===== src/rtl/dircc_types_pkg.sv =====
// Shared DiRCC types.
//   device_state_t           : per-device state record held in on-chip memory
//   dircc_send_sched_state_t : send scheduler FSM encoding
//   DIRCC_PACKET_WIDTH_DEFAULT : default network packet width
package dircc_types_pkg;

  localparam int DIRCC_PACKET_WIDTH_DEFAULT = 96;

  // rts (ready-to-send) is the MSB so a cleared record reads as "nothing to send".
  typedef struct packed {
    logic        rts;
    logic [30:0] aux;
    logic [31:0] count;
  } device_state_t;

  typedef enum logic [2:0] {
    SS_IDLE    = 3'd0,
    SS_RD_REQ  = 3'd1,
    SS_RD_WAIT = 3'd2,
    SS_PRESENT = 3'd3,
    SS_SAMPLE  = 3'd4,
    SS_SEND    = 3'd5,
    SS_WR      = 3'd6,
    SS_NEXT    = 3'd7
  } dircc_send_sched_state_t;

endpackage


===== src/rtl/dircc_device_index_gen.sv =====
// Round-robin device index generator for the send scheduler.
// Ports:
//   clk, reset_n : clock, async active-low reset (index returns to 0)
//   advance      : step to the next device this cycle
//   address      : STATE_BASE_ADDR + index*STATE_STRIDE, truncated
//   sweep_done   : high while advancing from the last device back to 0
module dircc_device_index_gen #(
  parameter int MEM_ADDRESS_WIDTH = 32,
  parameter int NUM_DEVICES       = 16,
  parameter int STATE_BASE_ADDR   = 0,
  parameter int STATE_STRIDE      = 16,
  parameter int IDX_W             = (NUM_DEVICES > 1) ? $clog2(NUM_DEVICES) : 1
) (
  input  logic                         clk,
  input  logic                         reset_n,
  input  logic                         advance,
  output logic [MEM_ADDRESS_WIDTH-1:0] address,
  output logic                         sweep_done
);

  logic [IDX_W-1:0] index;
  logic             last;

  assign last       = (index == IDX_W'(NUM_DEVICES - 1));
  assign sweep_done = advance && last;

  // Arithmetic is done at the address width so the result wraps naturally.
  assign address = MEM_ADDRESS_WIDTH'(STATE_BASE_ADDR)
                 + MEM_ADDRESS_WIDTH'(index) * MEM_ADDRESS_WIDTH'(STATE_STRIDE);

  always_ff @(posedge clk or negedge reset_n) begin
    if (!reset_n) begin
      index <= '0;
    end else if (advance) begin
      index <= last ? '0 : index + 1'b1;
    end
  end

endmodule


===== src/rtl/dircc_send_scheduler.sv =====
// DiRCC per-device send scheduler.
// Scans device states round-robin: reads a state from memory, presents it to
// the send handler, and when the handler raises a packet forwards it to the
// network (valid/ready) and writes the updated state back.
// Ports:
//   clk, reset_n           : clock, async active-low reset
//   enable                 : scanning permitted (sampled in IDLE and NEXT)
//   mem_*                  : Avalon-MM style state memory master
//   handler_*              : send handler interface (registered, 1-cycle)
//   packet_out*            : outbound packet, valid/ready
//   busy, sweep_done       : status
// Optional build macro DIRCC_SEND_SCHED_STATS_EN adds sent_count and
// sweep_count (32-bit wrapping counters).
module dircc_send_scheduler
  import dircc_types_pkg::*;
#(
  parameter int MEM_ADDRESS_WIDTH = 32,
  parameter int NUM_DEVICES       = 16,
  parameter int STATE_BASE_ADDR   = 0,
  parameter int STATE_STRIDE      = 16,
  parameter int PACKET_WIDTH      = DIRCC_PACKET_WIDTH_DEFAULT
) (
  input  logic                         clk,
  input  logic                         reset_n,
  input  logic                         enable,
  output logic [MEM_ADDRESS_WIDTH-1:0] mem_address,
  output logic                         mem_read,
  output logic                         mem_write,
  output logic [$bits(device_state_t)-1:0] mem_writedata,
  input  logic [$bits(device_state_t)-1:0] mem_readdata,
  input  logic                         mem_readdatavalid,
  input  logic                         mem_waitrequest,
  output logic [MEM_ADDRESS_WIDTH-1:0] handler_address,
  output device_state_t                handler_read_state,
  input  logic [PACKET_WIDTH-1:0]      handler_packet,
  input  logic                         handler_packet_valid,
  input  device_state_t                handler_write_state,
  input  logic                         handler_write_state_valid,
  output logic [PACKET_WIDTH-1:0]      packet_out,
  output logic                         packet_out_valid,
  input  logic                         packet_out_ready,
  output logic                         busy,
  output logic                         sweep_done
`ifdef DIRCC_SEND_SCHED_STATS_EN
  ,
  output logic [31:0]                  sent_count,
  output logic [31:0]                  sweep_count
`endif
);

  dircc_send_sched_state_t fsm;
  device_state_t           state_reg;
  logic [MEM_ADDRESS_WIDTH-1:0] dev_address;

  // packet_valid is authoritative; the handler's state-valid flag is not needed.
  logic unused_state_valid;
  assign unused_state_valid = handler_write_state_valid;

  dircc_device_index_gen #(
    .MEM_ADDRESS_WIDTH (MEM_ADDRESS_WIDTH),
    .NUM_DEVICES       (NUM_DEVICES),
    .STATE_BASE_ADDR   (STATE_BASE_ADDR),
    .STATE_STRIDE      (STATE_STRIDE)
  ) u_index_gen (
    .clk        (clk),
    .reset_n    (reset_n),
    .advance    (fsm == SS_NEXT),
    .address    (dev_address),
    .sweep_done (sweep_done)
  );

  assign mem_read         = (fsm == SS_RD_REQ);
  assign mem_write        = (fsm == SS_WR);
  assign mem_address      = (mem_read || mem_write) ? dev_address : '0;
  assign handler_address  = dev_address;
  assign packet_out_valid = (fsm == SS_SEND);
  assign busy             = (fsm != SS_IDLE);

  // Present the state only in PRESENT/SAMPLE so the handler's registered
  // valids are guaranteed low on entry to PRESENT.
  assign handler_read_state = (fsm == SS_PRESENT || fsm == SS_SAMPLE) ? state_reg : '0;

  always_ff @(posedge clk or negedge reset_n) begin
    if (!reset_n) begin
      fsm           <= SS_IDLE;
      packet_out    <= '0;
      mem_writedata <= '0;
    end else begin
      case (fsm)
        SS_IDLE:    if (enable) fsm <= SS_RD_REQ;
        SS_RD_REQ:  if (!mem_waitrequest) fsm <= SS_RD_WAIT;
        SS_RD_WAIT: if (mem_readdatavalid) fsm <= SS_PRESENT;
        SS_PRESENT: fsm <= SS_SAMPLE;
        SS_SAMPLE: begin
          if (handler_packet_valid) begin
            packet_out    <= handler_packet;
            mem_writedata <= handler_write_state;
            fsm           <= SS_SEND;
          end else begin
            fsm <= SS_NEXT;
          end
        end
        SS_SEND:    if (packet_out_ready) fsm <= SS_WR;
        SS_WR:      if (!mem_waitrequest) fsm <= SS_NEXT;
        SS_NEXT:    fsm <= enable ? SS_RD_REQ : SS_IDLE;
        default:    fsm <= SS_IDLE;
      endcase
    end
  end

  // Captured state is only observed after a capture, so it carries no reset.
  always_ff @(posedge clk) begin
    if (fsm == SS_RD_WAIT && mem_readdatavalid) begin
      state_reg <= mem_readdata;
    end
  end

`ifdef DIRCC_SEND_SCHED_STATS_EN
  always_ff @(posedge clk or negedge reset_n) begin
    if (!reset_n) begin
      sent_count  <= '0;
      sweep_count <= '0;
    end else begin
      if (packet_out_valid && packet_out_ready) sent_count <= sent_count + 32'd1;
      if (sweep_done) sweep_count <= sweep_count + 32'd1;
    end
  end
`endif

endmodule

===== config.mk =====
export PLATFORM = sky130hd
export DESIGN_NAME = dircc_send_scheduler
export DESIGN_NICKNAME = d
export VERILOG_FILES = /design/src/rtl/dircc_types_pkg.sv /design/src/rtl/dircc_device_index_gen.sv /design/src/rtl/dircc_send_scheduler.sv
export SDC_FILE = /design/constraint.sdc
export NUM_CORES = 1
export LEC_CHECK = 0
export BUFFER_PORTS_ARGS = -buffer_cell sky130_fd_sc_hd__buf_4
export CELL_PAD_IN_SITES_DETAIL_PLACEMENT = 1
export CELL_PAD_IN_SITES_GLOBAL_PLACEMENT = 1
export CORE_AREA = 2 2 206 208
export DETAILED_ROUTE_END_ITERATION = 6
export DIE_AREA = 0 0 208 210
export PLACE_DENSITY = 0.55
export SLEW_MARGIN = 10
export SYNTH_ARGS = -nofsm -noshare
export SYNTH_HDL_FRONTEND = slang
export SYNTH_SLANG_ARGS = --single-unit

===== constraint.sdc =====
create_clock -name clk -period 15.7 [get_ports clk]
set_clock_uncertainty 0.05 [all_clocks]
set_input_delay 2.355 -clock clk [delete_from_list [all_inputs] [get_ports clk]]
set_output_delay 2.355 -clock clk [all_outputs]
set_load 0.1 [all_outputs]

==> results of run 1 <==
## stage by stage
step                utilization (%)  cells  hold WS, ns  setup WS (ns)  instance area (um^2)
global placement               31.5   1570        0.418          11.04                 13000
finish                         33.6   1622        0.436          10.62                 13900
detailed placement             31.5   1570        0.426          11.05                 13000
CTS                            33.6   1622        0.439          10.49                 13900
global route                   33.6   1622        0.447          10.32                 13900
floorplan                         -    642        0.536           8.33                  9370
## cell usage after synthesis, types with 2 or more instances
cell,number
dfrtp_1,167
mux2_1,100
and2_1,69
buf_4,67
edfxtp_1,64
mux2_2,61
buf_2,8
nand2_1,8
clkbuf_1,7
nor2_1,5
o21ai_0,3
a21oi_1,2
buf_1,2
inv_1,2
nand3_1,2
nand4_1,2
nor3_1,2
xnor2_1,2
## layer usage
| layer | track usage, % | wire [um] |
|---|---|---|
| met3 | 5.54 | 2970 |
| met4 | 3.20 | 703 |
| met5 | 0 | 0 |
| met1 | 14.0 | 10600 |
| met2 | 21.1 | 14100 |
## area by class of cell
| type | instances | area [um^2] | area share, % |
|---|---|---|---|
| Sequential cell | 231 | 6100 | 43.8 |
| Timing Repair Buffer | 473 | 3550 | 25.5 |
| Multi-Input combinational cell | 325 | 2710 | 19.4 |
| Clock buffer | 41 | 831 | 5.96 |
| Tap cell | 539 | 674 | 4.84 |
| Clock inverter | 11 | 61.3 | 0.440 |
| Inverter | 2 | 7.51 | 0.0539 |
## worst max-delay path, delay by kind of cell (launching register included)
family	cells	cell delay, ns
AOI/OAI and AO/OA	1	0.16
DFF	1	0.72
and+or+nand+nor	2	0.48
buffers and inverters	2	0.75
## path summary, 6_finish.rpt
path / endpoint / startpoint / slack [ns] / cells past startpoint
setup / recovery: handler_read_state[43] / fsm[0] / 10.62 / 5
hold / removal: packet_out[34] / packet_out[34] / 0.44 / 1
setup reg to reg: mem_writedata[5] / fsm[2] / 12.70 / 5
hold reg to reg: packet_out[34] / packet_out[34] / 0.44 / 1
max in group asynchronous: mem_writedata[10] / reset_n / 12.21 / 2
min in group asynchronous: packet_out[74] / reset_n / 1.92 / 1
## cell families after synthesis
kind of cell    count (synthesis)  share of synthesized area [%]
simple gates                   94                           6.16
compound gates                 11                          0.778
other cells                     1                         0.0409
mux                           161                           19.8
buf+inv                        86                           6.37
xor+xnor                        2                          0.191
fa+ha+maj                       1                          0.136
flops                         231                           66.5
==> results.yml, run 1 <==
logic_synthesis:
  ys_top_cells_by_area: "dfrtp_1, edfxtp_1, mux2_1"
  async_flop_share_pct: 72.3
  synth_area_um2: 9170
  synth_edf_count: 64
  synth.ff_latch_count: 231
  synth_seq_area_share_pct: 66.5
  syn_inst: 587
  yosys.area.top_type: "dfrtp_1"
  yosysWarnings: 0
  synth_top_area_share_pct: 45.6
  synth_ff_type: "dfrtp_1"
  avgSynthCellArea_um2: 15.6
  yosysUniqueCellTypes: 32
sta:
  fmax_mhz: 197
  finalCritPeriodShare_pct: 32.4
  worst_slew_pin_slew_ns: 1.05
  fin_crit_ns: 5.08
  relSlewSlack_pct: 29.9
  setup_viol: 0
  slew_violations: 0
  hold_viol_final: 0
  setup_tns_ns: 0
  rsz0062_at_grt: "no"
floorplanning:
  io_pins: 525
  fp-row-count: 75
  initial_core_util_pct: 22.1
  die_width_um: 208
  core-area_um2: 41500
  die-area_um2: 43700
  chipHeight_um: 210
cells_and_area:
  num-nets-final: 1294
  n_fill_cell: 4522
  final_common_cell: "buf_4"
  final_cell_mix: "buf_4, dfrtp_1, mux2_1, and2_1, edfxtp_1"
  drive_gt1_share_pct: 53.8
  largest_reg_flops: 96
  area_delta_synth_final_pct: 52.0
  n_antenna_cell: 0
worst_setup_path:
  crit_path_max_fanout: 64
  slowest_stage: "dfrtp_1"
  critPathKind: "flip-flop to primary output"
  slowest_delay_ns: 0.72
  cp.arrival_ns: 2.68
  end_kind: "primary output"
  crit_chain: "nand2_1 > o22ai_4 > buf_4 > and2_1 > buf_4"
  startpoint_type: "flip-flop"
  cp.required_ns: 13.30
  cpMostUsedCell: "buf_4"
global_route:
  grt_pass1_wl_mm: 41.7
  grt.overflow.total: 0
  grt_max_degree: 109
  antenna_found_initial: 0
  grtUsageTotal_pct: 12.3
  grt_pass1_vias: 6758
detailed_routing:
  via_per_inst: 3.91
  drc: 0
  wl_per_cell_um: 17.5
  ant_nets: 0
  drt_pass1_iterations: 4
  num_vias: 6348
  drt_iter0_drc: 130
  drt_wl_total_mm: 28.3
status:
  status: "completed"
clock_network:
  cts_resized: 0
  cts.sinks: 231
  root_buffer: "clkbuf_16"
  clk_path_buf_depth: 3
  clk_pin_slew_ns: 0.06
  cts_tree: "done"
  cts_buffers: 28
  h-tree-depth: 1
  clk_latency_ns: 0.54
  cts_setup_buffers: 0
  cts_hold_buf: 0
place:
  portBuffers: 467
  dp_hpwl_mm: 21.3
  place.gp.congestion: 0.706
job:
  drv_cap: 0
hold_path:
  min_path_type: "flip-flop to flip-flop"
Power of run 1 is not shown: default switching activity piles up to over one toggle a cycle in this logic, so the estimate is an artifact.
==> run 2: changes to the inputs <==
CORE_AREA = 2 2 205 207   (was 2 2 206 208)
DIE_AREA = 0 0 207 209   (was 0 0 208 210)
clock period = 5.3 ns   (was 15.7 ns; I/O delays follow)
==> run 2 against run 1 <==
  * Cell count down 0.25%
  * Worst hold slack got worse by 0.27 ns
  * Wire length increased by 1.8%
  * Critical path depth stayed put
  * Global-route usage up 0.53 points
  * Critical path type unchanged
==> results.yml, run 2 (same netlist as run 1, synthesis figures left out) <==
status:
  status: "completed"
worst_setup_path:
  crit_chain: "nand2_1 > o22ai_4 > buf_4 > and2_1 > buf_4"
  critPathKind: "flip-flop to primary output"
  crit_path_max_fanout: 45
  path_delay_family: "flip-flops"
  end_kind: "primary output"
  cp.required_ns: 4.45
  cp.arrival_ns: 3.13
  startpoint_type: "flip-flop"
  slowest_stage: "dfrtp_1"
  cpMostUsedCell: "buf_4"
  slowest_delay_ns: 0.75
  critical_path_buf_inv_count: 2
detailed_routing:
  drt_pass1_iterations: 4
  via_per_inst: 3.92
  drt_wl_total_mm: 28.8
  drt_iter0_drc: 170
  wl_per_cell_um: 17.8
  drc: 0
  num_vias: 6347
  ant_nets: 0
sta:
  fin_crit_ns: 3.98
  worst_slew_pin_slew_ns: 1.19
  relSlewSlack_pct: 20.4
  hold_viol_final: 0
  setup_viol: 0
  rsz0062_at_grt: "no"
  setup_tns_ns: 0
  fmax_mhz: 252
  finalCritPeriodShare_pct: 75.0
  slew_violations: 0
cells_and_area:
  drive_gt1_share_pct: 53.6
  largest_reg_flops: 96
  num-nets-final: 1293
  final_cell_area_um2: 14000
  n_antenna_cell: 0
  final_cell_mix: "buf_4, dfrtp_1, mux2_1, and2_1, edfxtp_1"
  n_fill_cell: 4496
  final_common_cell: "buf_4"
  area_delta_synth_final_pct: 52.4
clock_network:
  cts_resized: 0
  cts_buffers: 29
  cts.sinks: 231
  h-tree-depth: 1
  clk_pin_slew_ns: 0.06
  root_buffer: "clkbuf_16"
  cts_hold_buf: 0
  clk_latency_ns: 0.55
  cts_tree: "done"
  clk_path_buf_depth: 3
  cts_setup_buffers: 0
floorplanning:
  die_width_um: 207
  initial_core_util_pct: 22.2
  die-area_um2: 43300
  io_pins: 525
  fp-row-count: 75
  chipHeight_um: 209
  core-area_um2: 41300
global_route:
  grt.overflow.total: 0
  antenna_found_initial: 0
  grtUsageTotal_pct: 12.9
  grt_pass1_wl_mm: 43.2
  grt_pass1_vias: 6893
  grt_max_degree: 161
place:
  portBuffers: 467
  place.gp.congestion: 0.723
  place_area_um2: 13100
  dp_hpwl_mm: 21.5
hold_path:
  min_path_type: "input port to async pin"
job:
  drv_cap: 0
run 2: cell count changes in the layout (fill, tap and decap cells not counted), sizes merged:
cell    previous run  this run
buf              473       471
clkbuf            41        45
clkinv             9         2
inv                2         3
run 2: layout make-up:
type,instances,area (um^2),area share [%]
clock buffer,45,867,6.21
clock inverter,5,45.0,0.322
inverter,2,7.51,0.0537
multi-input combinational,325,2710,19.4
sequential,231,6100,43.7
tap,539,674,4.83
timing repair buffer,471,3560,25.5
run 2: per-stage QoR:
| step | worst slack [ns] | utilization [%] | instances | hold slack, ns |
|---|---|---|---|---|
| final | 1.32 | 33.8 | 1618 | 0.171 |
| after global routing | 0.993 | 33.8 | 1618 | 0.208 |
| after CTS | 1.21 | 33.8 | 1618 | 0.177 |
| after detailed placement | 1.83 | 31.6 | 1568 | 0.426 |
| after global placement | 1.91 | 31.6 | 1568 | 0.418 |
| after floorplan | 0.585 | - | 642 | 0.449 |
run 2: final timing paths:
| check | startpoint | slack (ns) | to | cells past startpoint |
|---|---|---|---|---|
| worst max-delay path | fsm[0] | 1.32 | handler_read_state[29] | 5 |
| worst min-delay path | reset_n | 0.17 | packet_out[83] | 1 |
| worst max register to register | fsm[2] | 2.70 | packet_out[53] | 4 |
| worst min register to register | packet_out[24] | 0.43 | packet_out[24] | 1 |
| max in group asynchronous | reset_n | 3.92 | packet_out[89] | 2 |
| min in group clk | mem_readdata[61] | 0.37 | state_reg[61] | 1 |
run 2: metal layers:
metal / track usage, % / wire length [um] / part of all wire, % / up-vias
met5: 0 / 0 / 0 / -
met4: 2.61 / 484 / 1.7 / 0
met3: 6.49 / 3480 / 12 / 32
met2: 22.3 / 14400 / 50 / 321
met1: 14.2 / 10400 / 36 / 3137
li1: - / - / - / 2857
Power of run 2 is left out for the same reason.
==> run 3: changes to the inputs <==
CORE_AREA = 2 2 206 208   (was 2 2 205 207)
DIE_AREA = 0 0 208 210   (was 0 0 207 209)
PLACE_DENSITY = 0.57   (was 0.55)
clock period = 3.6 ns   (was 5.3 ns; I/O delays follow)
==> run 3 against run 2 <==
  * Setup slack got worse by 0.89 ns
  * Via count fell by 0.33%
  * Cell count rose by 0.43%
  * Core utilization fell by 0.10 points
  * Register-to-register slack worse by 1.3 ns
  * Worst hold slack lost 0.048 ns
  * Global-route usage fell by 0.48 points
  * First-iteration DRC count rose by 17%
  * Critical path depth unchanged
  * Non-clock buffer count grew 5
  * Largest cell class unchanged
  * Final area up 0.15%
  * Die area rose by 0.96%
==> results.yml, run 3 (same netlist as run 1, synthesis figures left out) <==
hold_path:
  min_path_type: "input port to flip-flop"
  hold_depth: 1
detailed_routing:
  via_per_inst: 3.89
  num_vias: 6326
  drc: 0
  drt_iter0_drc: 199
  drt_pass1_iterations: 5
  wl_per_cell_um: 17.4
  ant_nets: 0
  drt_wl_total_mm: 28.4
worst_setup_path:
  critical_path_buf_inv_count: 2
  end_kind: "primary output"
  cp.arrival_ns: 2.58
  rr_worst_depth: 4
  critPathKind: "flip-flop to primary output"
  crit_path_max_fanout: 42
  slowest_stage: "dfrtp_1"
  crit_chain: "nand2b_2 > o22ai_4 > buf_12 > and2_1 > buf_4"
  crit_cells: 5
  startpoint_type: "flip-flop"
  slowest_delay_ns: 0.53
  path_delay_family: "buffers and inverters"
  cp.required_ns: 3.01
sta:
  setup_tns_ns: 0
  hold_ws_ns: 0.122
  fmax_mhz: 316
  fin_crit_ns: 3.17
  rsz0062_at_grt: "no"
  setup_ws_ns: 0.431
  worst_slew_pin_slew_ns: 0.827
  hold_viol_final: 0
  finalCritPeriodShare_pct: 88.0
  relSlewSlack_pct: 44.9
  slew_violations: 0
  setup_viol: 0
clock_network:
  clk_path_buf_depth: 3
  cts_buffers: 28
  cts.sinks: 231
  clk_latency_ns: 0.54
  root_buffer: "clkbuf_16"
  cts_tree: "done"
  cts_resized: 0
  h-tree-depth: 1
  clk_pin_slew_ns: 0.06
global_route:
  grt_pass1_wl_mm: 42.1
  grt.met1_usage_pct: 14.3
  grt_util_met3_pct: 4.32
  grtUsageTotal_pct: 12.4
  busiest_layer: "met2"
  grt_pass1_vias: 6650
  antenna_found_initial: 0
  grt_max_degree: 94
  grt.overflow.total: 0
  grt.met2_usage_pct: 21.8
floorplanning:
  die-area_um2: 43700
  fp-row-count: 75
  io_pins: 525
  core-area_um2: 41500
  initial_core_util_pct: 22.1
  chipHeight_um: 210
  die_width_um: 208
place:
  dp_hpwl_mm: 21.4
  portBuffers: 467
  pre_cts_ws_ns: 0.889
  place.gp.congestion: 0.727
cells_and_area:
  num-nets-final: 1297
  final_cell_mix: "buf_4, dfrtp_1, mux2_1, and2_1, edfxtp_1"
  n_antenna_cell: 0
  final_common_cell: "buf_4"
  largest_reg_flops: 96
  area_delta_synth_final_pct: 52.7
  final_core_util_pct: 33.7
  drive_gt1_share_pct: 53.8
job:
  drv_cap: 0
status:
  status: "completed"
run 3: changes by cell type in the layout (fill, tap and decap cells not counted), sizes merged:
cell	before	now
clkbuf	45	38
buf	471	475
clkinv	2	12
dlygate4sd3	0	1
inv	3	2
run 3: final cells by class:
class	instances	area, um^2
clock buffers	38	790
flip-flops and latches	231	6100
fillers	4563	27500
repair buffers	476	3630
multi-input cells	325	2720
inverters	2	7.51
clock inverters	14	73.8
well taps	539	674
run 3: worst paths after layout:
kind	from	endpoint	slack [ns]
min in group asynchronous	reset_n	packet_out[23]	0.46
max in group asynchronous	reset_n	mem_writedata[8]	1.94
worst max-delay path	fsm[1]	handler_read_state[20]	0.43
worst min register to register	packet_out[24]	packet_out[24]	0.43
worst min-delay path	mem_readdata[29]	state_reg[29]	0.12
worst max register to register	fsm[1]	packet_out[80]	1.40
run 3: per-layer routing:
| layer | vias up | routed length [um] |
|---|---|---|
| met5 | - | 0 |
| met4 | 0 | 606 |
| met3 | 43 | 2700 |
| met2 | 292 | 14500 |
| met1 | 3121 | 10500 |
| li1 | 2870 | - |
run 3: stage by stage:
step,cells,area [um^2]
6_report,1625,14000
5_1_grt,1625,14000
4_1_cts,1625,14000
3_5_place_dp,1572,13100
3_3_place_gp,1572,13100
2_1_floorplan,642,9390
run 3: what timing repair did:
| item | in CTS | in global routing |
|---|---|---|
| setup buffers | 0 | 0 |
| hold buffers | 1 | 0 |
| endpoints found under the hold margin | 52 | 0 |
Power of run 3 is left out for the same reason.
